File: src/rtl/label_stream_packer_if.sv
// AXI-Stream style channel shared by the label input and the packed-word output.
interface label_stream_packer_if;
  logic [31:0] TDATA;
  logic        TVALID;
  logic        TREADY;
  logic        TLAST;

  modport master (output TDATA, TVALID, TLAST, input TREADY);
  modport slave  (input TDATA, TVALID, TLAST, output TREADY);
endinterface

File: src/rtl/label_stream_packer.sv
// Packs a stream of one-label-per-beat into four labels per 32-bit word,
// enforcing frame length and feeding a 2-entry output FIFO.
module label_stream_packer_lane #(
  parameter int IDX   = 0,
  parameter int VEC_W = 8
) (
  input  logic             ACLK,
  input  logic             ARESET,
  input  logic             ld,
  input  logic [1:0]       lane_cnt,
  input  logic [VEC_W-1:0] label,
  output logic [VEC_W-1:0] lane_byte
);
  localparam logic [1:0] LI = 2'(IDX);
  logic [VEC_W-1:0] q;

  always_ff @(posedge ACLK or posedge ARESET)
    if (ARESET)                  q <= '0;
    else if (ld && lane_cnt == LI) q <= label;

  // Lanes not yet filled for the word being closed read as zero padding.
  always_comb begin
    lane_byte = '0;
    if (lane_cnt > LI)       lane_byte = q;
    else if (lane_cnt == LI) lane_byte = label;
  end
endmodule

module label_stream_packer #(
  parameter int LABELS_PER_FRAME = 64,
  parameter int LABEL_WIDTH      = 8
) (
  input  logic                  ACLK,
  input  logic                  ARESET,
  label_stream_packer_if.slave  S_AXIS,
  label_stream_packer_if.master M_AXIS,
  output logic                  frame_err,
  output logic [15:0]           frames_done
);
  localparam int NUM_LANES = 4;
  localparam int VEC_W     = 8;
  localparam int CNT_W     = $clog2(LABELS_PER_FRAME);
  localparam logic [CNT_W-1:0] LAST_IDX = CNT_W'(LABELS_PER_FRAME - 1);

  typedef struct packed {
    logic [NUM_LANES-1:0][VEC_W-1:0] data;
    logic                            last;
  } entry_t;

  entry_t                          fifo [2];
  logic                            wr_ptr, rd_ptr, s_rdy;
  logic [1:0]                      cnt, cnt_nxt, lane_cnt;
  logic [CNT_W-1:0]                label_cnt;
  logic [VEC_W-1:0]                label;
  logic                            accept, pop, at_end, close, push;
  logic [NUM_LANES-1:0][VEC_W-1:0] word;

  assign label   = VEC_W'(S_AXIS.TDATA[LABEL_WIDTH-1:0]);
  assign accept  = S_AXIS.TVALID & s_rdy;
  assign pop     = (cnt != 2'd0) & M_AXIS.TREADY;
  assign at_end  = (label_cnt == LAST_IDX);
  assign close   = S_AXIS.TLAST | at_end;
  assign push    = accept & ((lane_cnt == 2'd3) | close);
  assign cnt_nxt = cnt + {1'b0, push} - {1'b0, pop};

  genvar g;
  generate
    for (g = 0; g < NUM_LANES; g++) begin : g_lane
      label_stream_packer_lane #(.IDX(g), .VEC_W(VEC_W)) u_lane (
        .ACLK      (ACLK),
        .ARESET    (ARESET),
        .ld        (accept),
        .lane_cnt  (lane_cnt),
        .label     (label),
        .lane_byte (word[g])
      );
    end
  endgenerate

  assign S_AXIS.TREADY = s_rdy;
  assign M_AXIS.TVALID = (cnt != 2'd0);
  assign M_AXIS.TDATA  = fifo[rd_ptr].data;
  assign M_AXIS.TLAST  = fifo[rd_ptr].last;

  always_ff @(posedge ACLK or posedge ARESET) begin
    if (ARESET) begin
      for (int i = 0; i < 2; i++) fifo[i] <= '0;
      wr_ptr      <= 1'b0;
      rd_ptr      <= 1'b0;
      cnt         <= 2'd0;
      s_rdy       <= 1'b0;
      lane_cnt    <= 2'd0;
      label_cnt   <= '0;
      frame_err   <= 1'b0;
      frames_done <= 16'd0;
    end else begin
      if (push) begin
        fifo[wr_ptr] <= '{data: word, last: close};
        wr_ptr       <= ~wr_ptr;
      end
      if (pop) begin
        rd_ptr <= ~rd_ptr;
        if (fifo[rd_ptr].last) frames_done <= frames_done + 16'd1;
      end
      cnt   <= cnt_nxt;
      s_rdy <= (cnt_nxt < 2'd2);
      if (accept) begin
        lane_cnt  <= push  ? 2'd0 : lane_cnt + 2'd1;
        label_cnt <= close ? '0   : label_cnt + 1'b1;
        // Early TLAST or missing TLAST: exactly one of the two close causes.
        if (close && (S_AXIS.TLAST ^ at_end)) frame_err <= 1'b1;
      end
    end
  end
endmodule

File: src/flat_wrapper.sv
// flat-port wrapper written by rule: the top's interface ports become plain ports
module label_stream_packer_flat 
#(
  parameter int LABELS_PER_FRAME = 64,
  parameter int LABEL_WIDTH      = 8
)
  (ACLK, ARESET, frame_err, frames_done, S_AXIS_TDATA, S_AXIS_TVALID, S_AXIS_TLAST, S_AXIS_TREADY, M_AXIS_TDATA, M_AXIS_TVALID, M_AXIS_TLAST, M_AXIS_TREADY);
  label_stream_packer_if S_AXIS_i ();
  label_stream_packer_if M_AXIS_i ();
  input  logic ACLK;
  input  logic ARESET;
  output logic frame_err;
  output logic [15:0] frames_done;
  input wire logic [$bits(S_AXIS_i.TDATA)-1:0] S_AXIS_TDATA;
  input wire logic [$bits(S_AXIS_i.TVALID)-1:0] S_AXIS_TVALID;
  input wire logic [$bits(S_AXIS_i.TLAST)-1:0] S_AXIS_TLAST;
  output wire logic [$bits(S_AXIS_i.TREADY)-1:0] S_AXIS_TREADY;
  output wire logic [$bits(M_AXIS_i.TDATA)-1:0] M_AXIS_TDATA;
  output wire logic [$bits(M_AXIS_i.TVALID)-1:0] M_AXIS_TVALID;
  output wire logic [$bits(M_AXIS_i.TLAST)-1:0] M_AXIS_TLAST;
  input wire logic [$bits(M_AXIS_i.TREADY)-1:0] M_AXIS_TREADY;
  assign S_AXIS_i.TDATA = S_AXIS_TDATA;
  assign S_AXIS_i.TVALID = S_AXIS_TVALID;
  assign S_AXIS_i.TLAST = S_AXIS_TLAST;
  assign S_AXIS_TREADY = S_AXIS_i.TREADY;
  assign M_AXIS_TDATA = M_AXIS_i.TDATA;
  assign M_AXIS_TVALID = M_AXIS_i.TVALID;
  assign M_AXIS_TLAST = M_AXIS_i.TLAST;
  assign M_AXIS_i.TREADY = M_AXIS_TREADY;
  label_stream_packer #(.LABELS_PER_FRAME(LABELS_PER_FRAME), .LABEL_WIDTH(LABEL_WIDTH)) u_core (.ACLK(ACLK), .ARESET(ARESET), .S_AXIS(S_AXIS_i), .M_AXIS(M_AXIS_i), .frame_err(frame_err), .frames_done(frames_done));
endmodule
File: config.mk
export PLATFORM = sky130hd
export DESIGN_NAME = label_stream_packer_flat
export DESIGN_NICKNAME = d
export VERILOG_FILES = /design/src/rtl/label_stream_packer_if.sv /design/src/rtl/label_stream_packer.sv /design/src/flat_wrapper.sv
export SDC_FILE = /design/constraint.sdc
export NUM_CORES = 1
export LEC_CHECK = 0
export CORE_MARGIN = 3
export CORE_UTILIZATION = 53
export DETAILED_ROUTE_END_ITERATION = 10
export GPL_TIMING_DRIVEN = 0
export PLACE_DENSITY = 0.87
export REMOVE_ABC_BUFFERS = 1
export SYNTH_ARGS = -nofsm -noshare
export SYNTH_HDL_FRONTEND = slang
export SYNTH_SLANG_ARGS = --single-unit
File: constraint.sdc
create_clock -name ACLK -period 5.7 [get_ports ACLK]
set_clock_uncertainty 0.1 [all_clocks]
set_input_delay 1.14 -clock ACLK [delete_from_list [all_inputs] [get_ports ACLK]]
set_output_delay 1.14 -clock ACLK [all_outputs]
set_load 0.1 [all_outputs]
== After elaboration in Yosys (flattened, before gate mapping) ==
Cells that the tools add are included.
Word-level totals
  bits of input ports: 37
  bits in registers: 128
  output and inout port bits: 52
Operators by class
  reductions and logical operators: 10
  bitwise logic cells: 10
  add/subtract/negate cells: 5
  $lt $le $gt $ge: 8
  eq/ne operators: 4
  mux-type cells: 16
Operator list (count)
  33-bit 2-to-1 mux: 4
  66-bit bitwise mux: 1
  8-bit 2-to-1 mux: 8
  33-bit demux with 1-bit select: 1
  16-bit by 1-bit adder with 16-bit output, second input constant: 1
  6-bit by 1-bit adder with 6-bit output, second input constant: 1
  6-bit == test, second input constant: 1
  1-bit logical AND: 6
  6-bit 2-to-1 mux: 1
  2-bit == test, second input constant: 2
  2-bit greater-or-equal comparator, second input constant: 2
  2-bit by 1-bit > comparator with 1-bit output, second input constant: 2
  2-bit > comparator, second input constant: 2
  1-bit inverter with 2-bit output: 2
  2-bit AND reduction: 2
  1-bit AND: 3
  2-bit by 1-bit adder with 2-bit output: 1
  2-bit by 1-bit adder with 2-bit output, second input constant: 1
  2-bit by 1-bit == test with 1-bit output, second input constant: 1
  2-bit zero test: 1
  2-bit by 1-bit less-than comparator with 1-bit output, second input constant: 1
  2-bit less-than comparator, second input constant: 1
  2-bit 2-to-1 mux: 1
  1-bit inverter: 2
  other kinds (4): 5

== Depth between registers and ports, before layout ==
  depth in word-level cells: 7
  mapped depth: 11

== By module ==
A second synthesis with hierarchy kept.
Second synthesis, totals
  cells, all modules: 418
  area, all modules: 5582.9 µm²
Modules (own cells, without submodules)
  label_stream_packer: sequential area each 2402.3 µm², area each 4235.3 µm², instances 1, cells each 309
  label_stream_packer_lane (u_core.g_lane[2].u_lane): sequential area each 200.2 µm², area each 455.4 µm², instances 1, cells each 35
  label_stream_packer_lane (u_core.g_lane[1].u_lane): sequential area each 200.2 µm², area each 432.9 µm², instances 1, cells each 39
  label_stream_packer_lane (u_core.g_lane[0].u_lane): sequential area each 200.2 µm², area each 409.1 µm², instances 1, cells each 27
  label_stream_packer_lane (u_core.g_lane[3].u_lane): sequential area each 0.0 µm², area each 50.0 µm², instances 1, cells each 8

== Worst setup path after synthesis ==
Ideal clock, no wire load.
  path type: reg2out
  start point: register u_core.rd_ptr
  end point: output port M_AXIS_TLAST
  setup slack: 3156 ps
  cell stages (with the launch flop): 4
  arrival: 1304 ps
  buffers on the path: 1
  cell sequence: dfrtp_1 buf_6 mux2i_4 inv_1
Between the ends
  word-level cells in the longest chain between the ends: 4
Ends and longest elaborated chain
  start, declared: line label_stream_packer.sv:51  | logic wr_ptr, rd_ptr, s_rdy;
  start signal, assigned: line label_stream_packer.sv:102  | rd_ptr <= ~rd_ptr;
  1-bit inverter with 2-bit output (implied by the code): line label_stream_packer.sv:83  | assign M_AXIS.TLAST = fifo[rd_ptr].last;
  33-bit 2-to-1 mux
  33-bit 2-to-1 mux (implied by the code) (2 in a row): line label_stream_packer.sv:83
  end, declared: line flat_wrapper.sv:20  | output wire logic [$bits(M_AXIS_i.TLAST)-1:0] M_AXIS_TLAST;
Every way passes these cells. The select of a mux whose other input is x is not followed.

== Final worst setup path ==
Ends and elaborated chain as after synthesis.

==> impl_metrics.env <==
export IMPL_status="finished clean"
export IMPL_synthFlopType="dfrtp_1"
export IMPL_worstPathCellList="mux2i_4 > inv_1 > clkdlybuf4s50_1"
export IMPL_drt_wl_total_mm=12.09
export IMPL_via_count=4014
export IMPL_cts_hold_buf=0
export IMPL_drtIter0Drc=276
export IMPL_die_area_mm2=0.01156
export IMPL_synthTopCellsByArea="dfrtp_1 55%, mux2_2 12%, nand2_1 7.1%"
export IMPL_ctsResizeCount=0
export IMPL_die_w_um=107.5
export IMPL_use_met2_pct=35.57
export IMPL_finalHoldViolCount=0
export IMPL_post_cts_buffers=0
export IMPL_final_common_cell="dfrtp_1"
export IMPL_final_cell_mix="119 x dfrtp_1, 104 x nand2_1, 64 x o21ai_0, 64 x clkdlybuf4s50_1, 57 x mux2_2"
export IMPL_synth_top_area_cell="dfrtp_1"
export IMPL_layout_min_cycle_time_ns=4.317
export IMPL_grt_max_degree=67
export IMPL_layout_drive_gt1_share_pct=17.47
export IMPL_cts_sinks=120
export IMPL_top_usage_layer="met2"
export IMPL_drc_errors=0
export IMPL_clock_tree_root_cell="clkbuf_8"
export IMPL_setup_violations=0
export IMPL_final_max_slew_violation_count=0
export IMPL_gp_congestion=0.7695
export IMPL_final_period_utilization_pct=75.73
export IMPL_synth_seq_cells=120
export IMPL_n_antenna_cell=0
export IMPL_grt_pass1_wl_mm=20.12
export IMPL_required_ns=4.46
export IMPL_cp_end_kind="primary output"
export IMPL_yosysSeqAreaShare_pct=54.96
export IMPL_synth_enable_flop_cells=0
export IMPL_clock_latency_ns=0.52
export IMPL_slowest_delay_ns=0.98
export IMPL_path_buf_inv=2
export IMPL_yosysWarnings=0
export IMPL_cp_slowest_cell="clkdlybuf4s50_1"
export IMPL_via_per_inst=5.646
export IMPL_yosys_area_top_type_share_pct=54.96
export IMPL_clkSlewWorstSetupHoldPaths_ns=0.06
export IMPL_grt_use_met1_pct=29.33
export IMPL_core_region_area_mm2=0.009910
export IMPL_relSlewSlack_pct=31.66
export IMPL_drt_pass1_iterations=5
export IMPL_cts_buffer_depth=2
export IMPL_die_h_um=107.5
export IMPL_start_kind="flop"
export IMPL_async_flop_share_pct=100.0
export IMPL_port_buffers=64
export IMPL_antenna_found_initial=0
export IMPL_place_ws_ns=1.952
export IMPL_ios=89
export IMPL_hold_path_class="flop to flop"
export IMPL_nFillCells=686
export IMPL_cts_buffers=17
export IMPL_cts_tree="built"
export IMPL_crit_family="buffers and inverters"
export IMPL_synth_cell_types=36
export IMPL_gr_total_overflow=0
export IMPL_drv_cap=0
export IMPL_syn_instance_count=511
export IMPL_syn_avg_cell_area_um2=10.69
export IMPL_rrSetupSlack_ns=2.84
export IMPL_cp_arrival_ns=3.08
export IMPL_fin_nets=611
export IMPL_wl_per_cell_um=17.00
export IMPL_ant_nets=0
export IMPL_layout_setup_ws_ns=1.383
export IMPL_htree_levels=4
export IMPL_grt_util_met3_pct=4.319
export IMPL_worst_pin_slew_ns=1.022
export IMPL_synth_area_mm2=0.005464
export IMPL_finish_utilization_pct=68.46
export IMPL_start_util_pct=55.14
export IMPL_area_growth_pct=24.16
export IMPL_crit_type="flop to primary output"
export IMPL_grt_pass1_vias=4129
export IMPL_maxClockFrequency_mhz=231.7
export IMPL_rsz0062_at_grt="false"
export IMPL_rows=36
export IMPL_dp_hpwl_mm=7.414
export IMPL_cp_max_fo=34
export IMPL_grt_total_usage_pct=22.06
[area by class of cell]
class	count	area [um2]	share of cell area (%)
clock buffers	20	435.4	6.418
clock inverters	12	198.9	2.932
inverters	8	32.53	0.4795
multi-input cells	352	2258	33.29
flip-flops and latches	120	3004	44.28
well taps	133	166.4	2.453
repair buffers	66	688.2	10.14
[metal layers]
layer | vias to the layer above | part of all wire (%)
met5 | - | 0
met4 | 0 | 1.8
met3 | 22 | 4.7
met2 | 119 | 50
met1 | 2018 | 44
li1 | 1855 | -
[logic make-up (layout without fill, tap and decap cells)]
logic type                 Yosys count  count (layout)  synth area share, %
AOI/OAI and AO/OA                   97              97                9.434
xor gates and xnor gates            18              18                2.885
adders and majority gates            9               9                2.061
buffers and inverters               39             106                3.801
DFF                                120             120                54.96
muxes                               66              66                13.63
and+or+nand+nor                    162             162                13.24
[through the flow]
step / std cells / cell area [um2] / setup TNS [ns] / hold WS [ns]
floorplan: 480 / 5286 / 0 / 0.3444
global placement: 677 / 6093 / -18.76 / 0.3410
detailed placement: 679 / 6150 / 0 / 0.3488
CTS: 711 / 6784 / 0 / 0.3658
global route: 711 / 6784 / 0 / 0.3831
finish: 711 / 6784 / 0 / 0.3621
[cells in the mapped netlist, drive strengths merged (2+ instances only)]
cell,number
mux2i,9
nor4,3
a22o,3
nor2b,2
clkbuf,14
inv,8
a21o,3
mux2,57
nand2,105
or2,2
xor2,3
o31ai,2
and2,3
buf,17
ha,9
nand3,14
nor2,19
o21ai,72
dfrtp,120
nor3,3
xnor2,15
a21oi,16
and3,2
nand4,6
[flip-flops by register name, indices dropped and copies added (netlist names), 2 cells and up]
signal,flops
u_core.g_lane.u_lane.q,24
u_core.lane_cnt,2
u_core.frames_done,16
u_core.cnt,2
u_core.fifo,66
u_core.label_cnt,6
[worst paths after layout]
kind / from / end / cells past startpoint
max: u_core.rd_ptr / M_AXIS_TLAST / 3
min: u_core.frame_err / u_core.frame_err / 1
max reg2reg: u_core.label_cnt[0] / u_core.fifo[57] / 8
min reg2reg: u_core.frame_err / u_core.frame_err / 1
max in group asynchronous: ARESET / u_core.fifo[8] / 3
min in group asynchronous: ARESET / u_core.fifo[31] / 2
Power is not shown: default switching activity piles up to over one toggle a cycle in this logic, so the estimate is an artifact.
==> variant 1 (config.mk and constraints unchanged) <==
Make the reset (`ARESET`) synchronous in 2 clocked blocks.
--- a/src/rtl/label_stream_packer.sv
+++ b/src/rtl/label_stream_packer.sv
@@ -14,7 +14,7 @@
   localparam logic [1:0] LI = 2'(IDX);
   logic [VEC_W-1:0] q;
 
-  always_ff @(posedge ACLK or posedge ARESET)
+  always_ff @(posedge ACLK)
     if (ARESET)                  q <= '0;
     else if (ld && lane_cnt == LI) q <= label;
 
@@ -82,7 +82,7 @@
   assign M_AXIS.TDATA  = fifo[rd_ptr].data;
   assign M_AXIS.TLAST  = fifo[rd_ptr].last;
 
-  always_ff @(posedge ACLK or posedge ARESET) begin
+  always_ff @(posedge ACLK) begin
     if (ARESET) begin
       for (int i = 0; i < 2; i++) fifo[i] <= '0;
       wr_ptr      <= 1'b0;
Formal check against the unedited RTL: differs if ARESET is asserted again (counterexample within 4 cycles, from zero or initial values and one cycle with ARESET high); with ARESET held inactive, the same outputs for 4 cycles.
==> variant 1 against the original RTL <==
Worst hold slack worse by 0.0057 ns; cell area is 3.4% lower; setup slack worse by 0.23 ns; global-route usage increased by 0.47 points; wire length grew 1.0%; synthesized area decreased by 2.8%; sequential cell count increased by 1; critical path depth unchanged.
==> variant 1: results <==
{
  "gp_congestion": 0.789,
  "synth_edf_count": 66,
  "grt_max_degree": 56,
  "tightest_slew_ns": 1.02,
  "dp_hpwl_um": 7390,
  "crit_arrival_ns": 3.31,
  "synth_commonest_cells": "96 x nor2_1, 66 x edfxtp_1, 55 x dfxtp_1",
  "ys.flop_type": "edfxtp_1",
  "grt_pass1_wl_um": 19700,
  "multi_input_gates": 348,
  "area_delta_synth_final_pct": 23.4,
  "outcome": "finished, final reports clean",
  "flops_and_latches": 121,
  "dpl_cell_area_mm2": 0.00603,
  "nClkBuffers": 25,
  "r2r_setup_slack_ns": 2.18,
  "yosysSeqAreaShare": 0.581,
  "fillers": 662,
  "routedWlPerCell_um": 17.3,
  "gr-usage-met3": 0.0461,
  "wl_met1_um": 4930,
  "grt_util_met2": 0.388,
  "ys_types": 35,
  "crit_fanout": 33,
  "synth_mux_area_frac": 0.0999,
  "layout_setup_ws_ns": 1.15,
  "routed-wl-met3_um": 789,
  "synth_adder_area_share": 0.0212,
  "synthTopCellsByArea": "edfxtp_1 37%, dfxtp_1 21%, mux2_2 6.8%, nor2_1 6.8%, a21oi_1 4.1%",
  "holdWs_ns": 0.356,
  "first_pass_iters": 6,
  "place_ws_ns": 1.05,
  "ys_async_sr_fraction": 0,
  "nets": 609,
  "vias_per_cell": 5.76,
  "synthesis.area_mm2": 0.00531,
  "grt_pass1_vias": 4120
}
==> variant 1: cell types whose count changed after synthesis, moves of 9 or more <==
| cell | change |
|---|---|
| buf_2 | -10 |
| mux2i_1 | +9 |
| dfxtp_1 | +55 |
| nor2_1 | +77 |
| and3_1 | +16 |
| dfrtp_1 | -120 |
| edfxtp_1 | +66 |
| nand2_1 | -56 |
| clkbuf_1 | +14 |
| mux2_2 | -25 |
| o21ai_0 | -59 |
| a21oi_1 | +27 |
==> variant 1: final timing paths <==
path	from	endpoint	cells past startpoint
worst max-delay path	flop	M_AXIS_TLAST	3
worst min-delay path	u_core.g_lane[1].u_lane.q[4]	u_core.g_lane[1].u_lane.q[4]	2
worst max register to register	u_core.lane_cnt[1]	u_core.fifo[1][24]	5
worst min register to register	u_core.g_lane[1].u_lane.q[4]	u_core.g_lane[1].u_lane.q[4]	2
==> variant 1: critical path, cell delays in order, from the launching register on <==
cell and delay [ns]:
dfxtp_2 0.87, mux2i_1 0.77, inv_1 0.14, clkdlybuf4s50_1 1.01
==> variant 2 (same settings) <==
Without the edit above. Put one more register stage on the output `frame_err`, cleared by the reset. The value now appears one clock later. The other outputs are not delayed to match.
--- a/src/rtl/label_stream_packer.sv
+++ b/src/rtl/label_stream_packer.sv
@@ -47,6 +47,8 @@
     logic                            last;
   } entry_t;
 
+  logic frame_err_s0;
+
   entry_t                          fifo [2];
   logic                            wr_ptr, rd_ptr, s_rdy;
   logic [1:0]                      cnt, cnt_nxt, lane_cnt;
@@ -91,7 +93,7 @@
       s_rdy       <= 1'b0;
       lane_cnt    <= 2'd0;
       label_cnt   <= '0;
-      frame_err   <= 1'b0;
+      frame_err_s0 <= 1'b0;
       frames_done <= 16'd0;
     end else begin
       if (push) begin
@@ -108,9 +110,17 @@
         lane_cnt  <= push  ? 2'd0 : lane_cnt + 2'd1;
         label_cnt <= close ? '0   : label_cnt + 1'b1;
         // Early TLAST or missing TLAST: exactly one of the two close causes.
-        if (close && (S_AXIS.TLAST ^ at_end)) frame_err <= 1'b1;
+        if (close && (S_AXIS.TLAST ^ at_end)) frame_err_s0 <= 1'b1;
       end
     end
   end
+  always_ff @(posedge ACLK or posedge ARESET) begin
+    if (ARESET) begin
+      frame_err <= '0;
+    end else begin
+      frame_err <= frame_err_s0;
+    end
+  end
+
 endmodule
 
Behaviour: not the same (Yosys sat finds a counterexample within 4 cycles, from zero or initial values and one cycle with ARESET high).
==> variant 2 against the original RTL <==
Non-clock buffer count unchanged; synthesized area rose by 0.46%; setup slack better by 0.057 ns; via count stayed put; wire length up 2.6%; cell area is 0.31% higher; maximum frequency rose by 1.3%; count of clock-buffer cells in the layout up 2; die area rose by 0.43%; sequential cell count increased by 1; core utilization up 0.21 points; critical path type unchanged.
Power is not shown: default switching activity piles up to over one toggle a cycle in this logic, so the estimate is an artifact.
==> variant 2: results <==
{
  "outcome": "finished, final reports clean",
  "grt_overflow": 0,
  "drive_gt1_frac": 0.171,
  "clkTransAtPathRegs_ns": 0.05,
  "synthTopCellsByArea": "dfrtp_1 55%, mux2_2 12%, nand2_1 7.1%, o21ai_0 5.8%, xnor2_1 2.4%",
  "crit_arrival_ns": 3.02,
  "routedWlPerCell_um": 17.4,
  "yosysSeqAreaShare": 0.552,
  "r2r_setup_slack_ns": 2.76,
  "grt_pass1_wl_um": 20300,
  "clk_path_buf_depth": 2,
  "htree_levels": 4,
  "route.vias.total": 4014,
  "clk_latency_ns": 0.51,
  "r2r_end": "u_core.fifo[15]",
  "dieWidth_um": 108,
  "drcViolationCount": 0,
  "drtIter0Drc": 239,
  "fillers": 685,
  "dp_hpwl_um": 7300,
  "grt_pass1_vias": 4185,
  "insertedDiodeCount": 0,
  "crit_fanout": 34,
  "nets": 612,
  "tightest_slew_ns": 1.03,
  "gr-usage-met3": 0.0420,
  "root_buffer": "clkbuf_8",
  "portBuffers": 64,
  "gp_congestion": 0.780,
  "regMostFlops": "u_core.fifo",
  "grt_usage": 0.222,
  "startpoint": "u_core.rd_ptr",
  "crit_family": "buffers and inverters",
  "ys_async_sr_fraction": 1.00,
  "hold_depth": 0,
  "grt_util_met2": 0.374,
  "cts_hold_buf": 0,
  "rr_worst_depth": 9,
  "synth_commonest_cells": "121 x dfrtp_1, 104 x nand2_1, 64 x o21ai_0",
  "grt_use_met1": 0.284
}
==> variant 2: final cells by class <==
cell class / instances / area [um^2] / share of cell area
sequential: 121 / 3030 / 0.445
clock inverter: 9 / 170 / 0.0250
tap: 133 / 166 / 0.0245
timing repair buffer: 66 / 696 / 0.102
multi-input combinational: 352 / 2260 / 0.332
inverter: 8 / 32.5 / 0.00478
clock buffer: 22 / 453 / 0.0666
==> variant 2: layer usage <==
metal | vias to the layer above | part of all wire
met1 | 1988 | 0.41
met3 | 20 | 0.058
met4 | 0 | 0.017
met5 | - | 0
met2 | 159 | 0.52
li1 | 1847 | -
==> variant 2: worst min path at each step <==
stage	from	end	slack, ns
6_report	u_core.frame_err_s0	u_core.frame_err	0.29
5_1_grt	u_core.frame_err_s0	u_core.frame_err	0.30
4_1_cts	u_core.frame_err_s0	u_core.frame_err	0.28
3_5_place_dp	u_core.frame_err_s0	u_core.frame_err	0.26
3_3_place_gp	u_core.frame_err_s0	u_core.frame_err	0.27
2_1_floorplan	u_core.frame_err_s0	u_core.frame_err	0.26
==> variant 2: logic make-up after synthesis <==
kind of cell | count (synthesis) | share of synthesized area
xor+xnor | 18 | 0.0287
fa+ha+maj | 9 | 0.0205
flops | 121 | 0.552
buf+inv | 39 | 0.0378
compound gates | 97 | 0.0939
mux | 66 | 0.136
simple gates | 162 | 0.132
==> variant 2: metrics by stage <==
stage | instance area (um^2) | hold WS, ns | setup TNS, ns | setup slack [ns] | std cells
global placement | 6120 | 0.266 | -23.77 | -0.203 | 678
detailed placement | 6180 | 0.264 | 0 | 1.98 | 680
global route | 6810 | 0.297 | 0 | 1.34 | 711
floorplan | 5310 | 0.255 | 0 | 1.25 | 481
CTS | 6810 | 0.284 | 0 | 1.42 | 711
finish | 6810 | 0.286 | 0 | 1.44 | 711
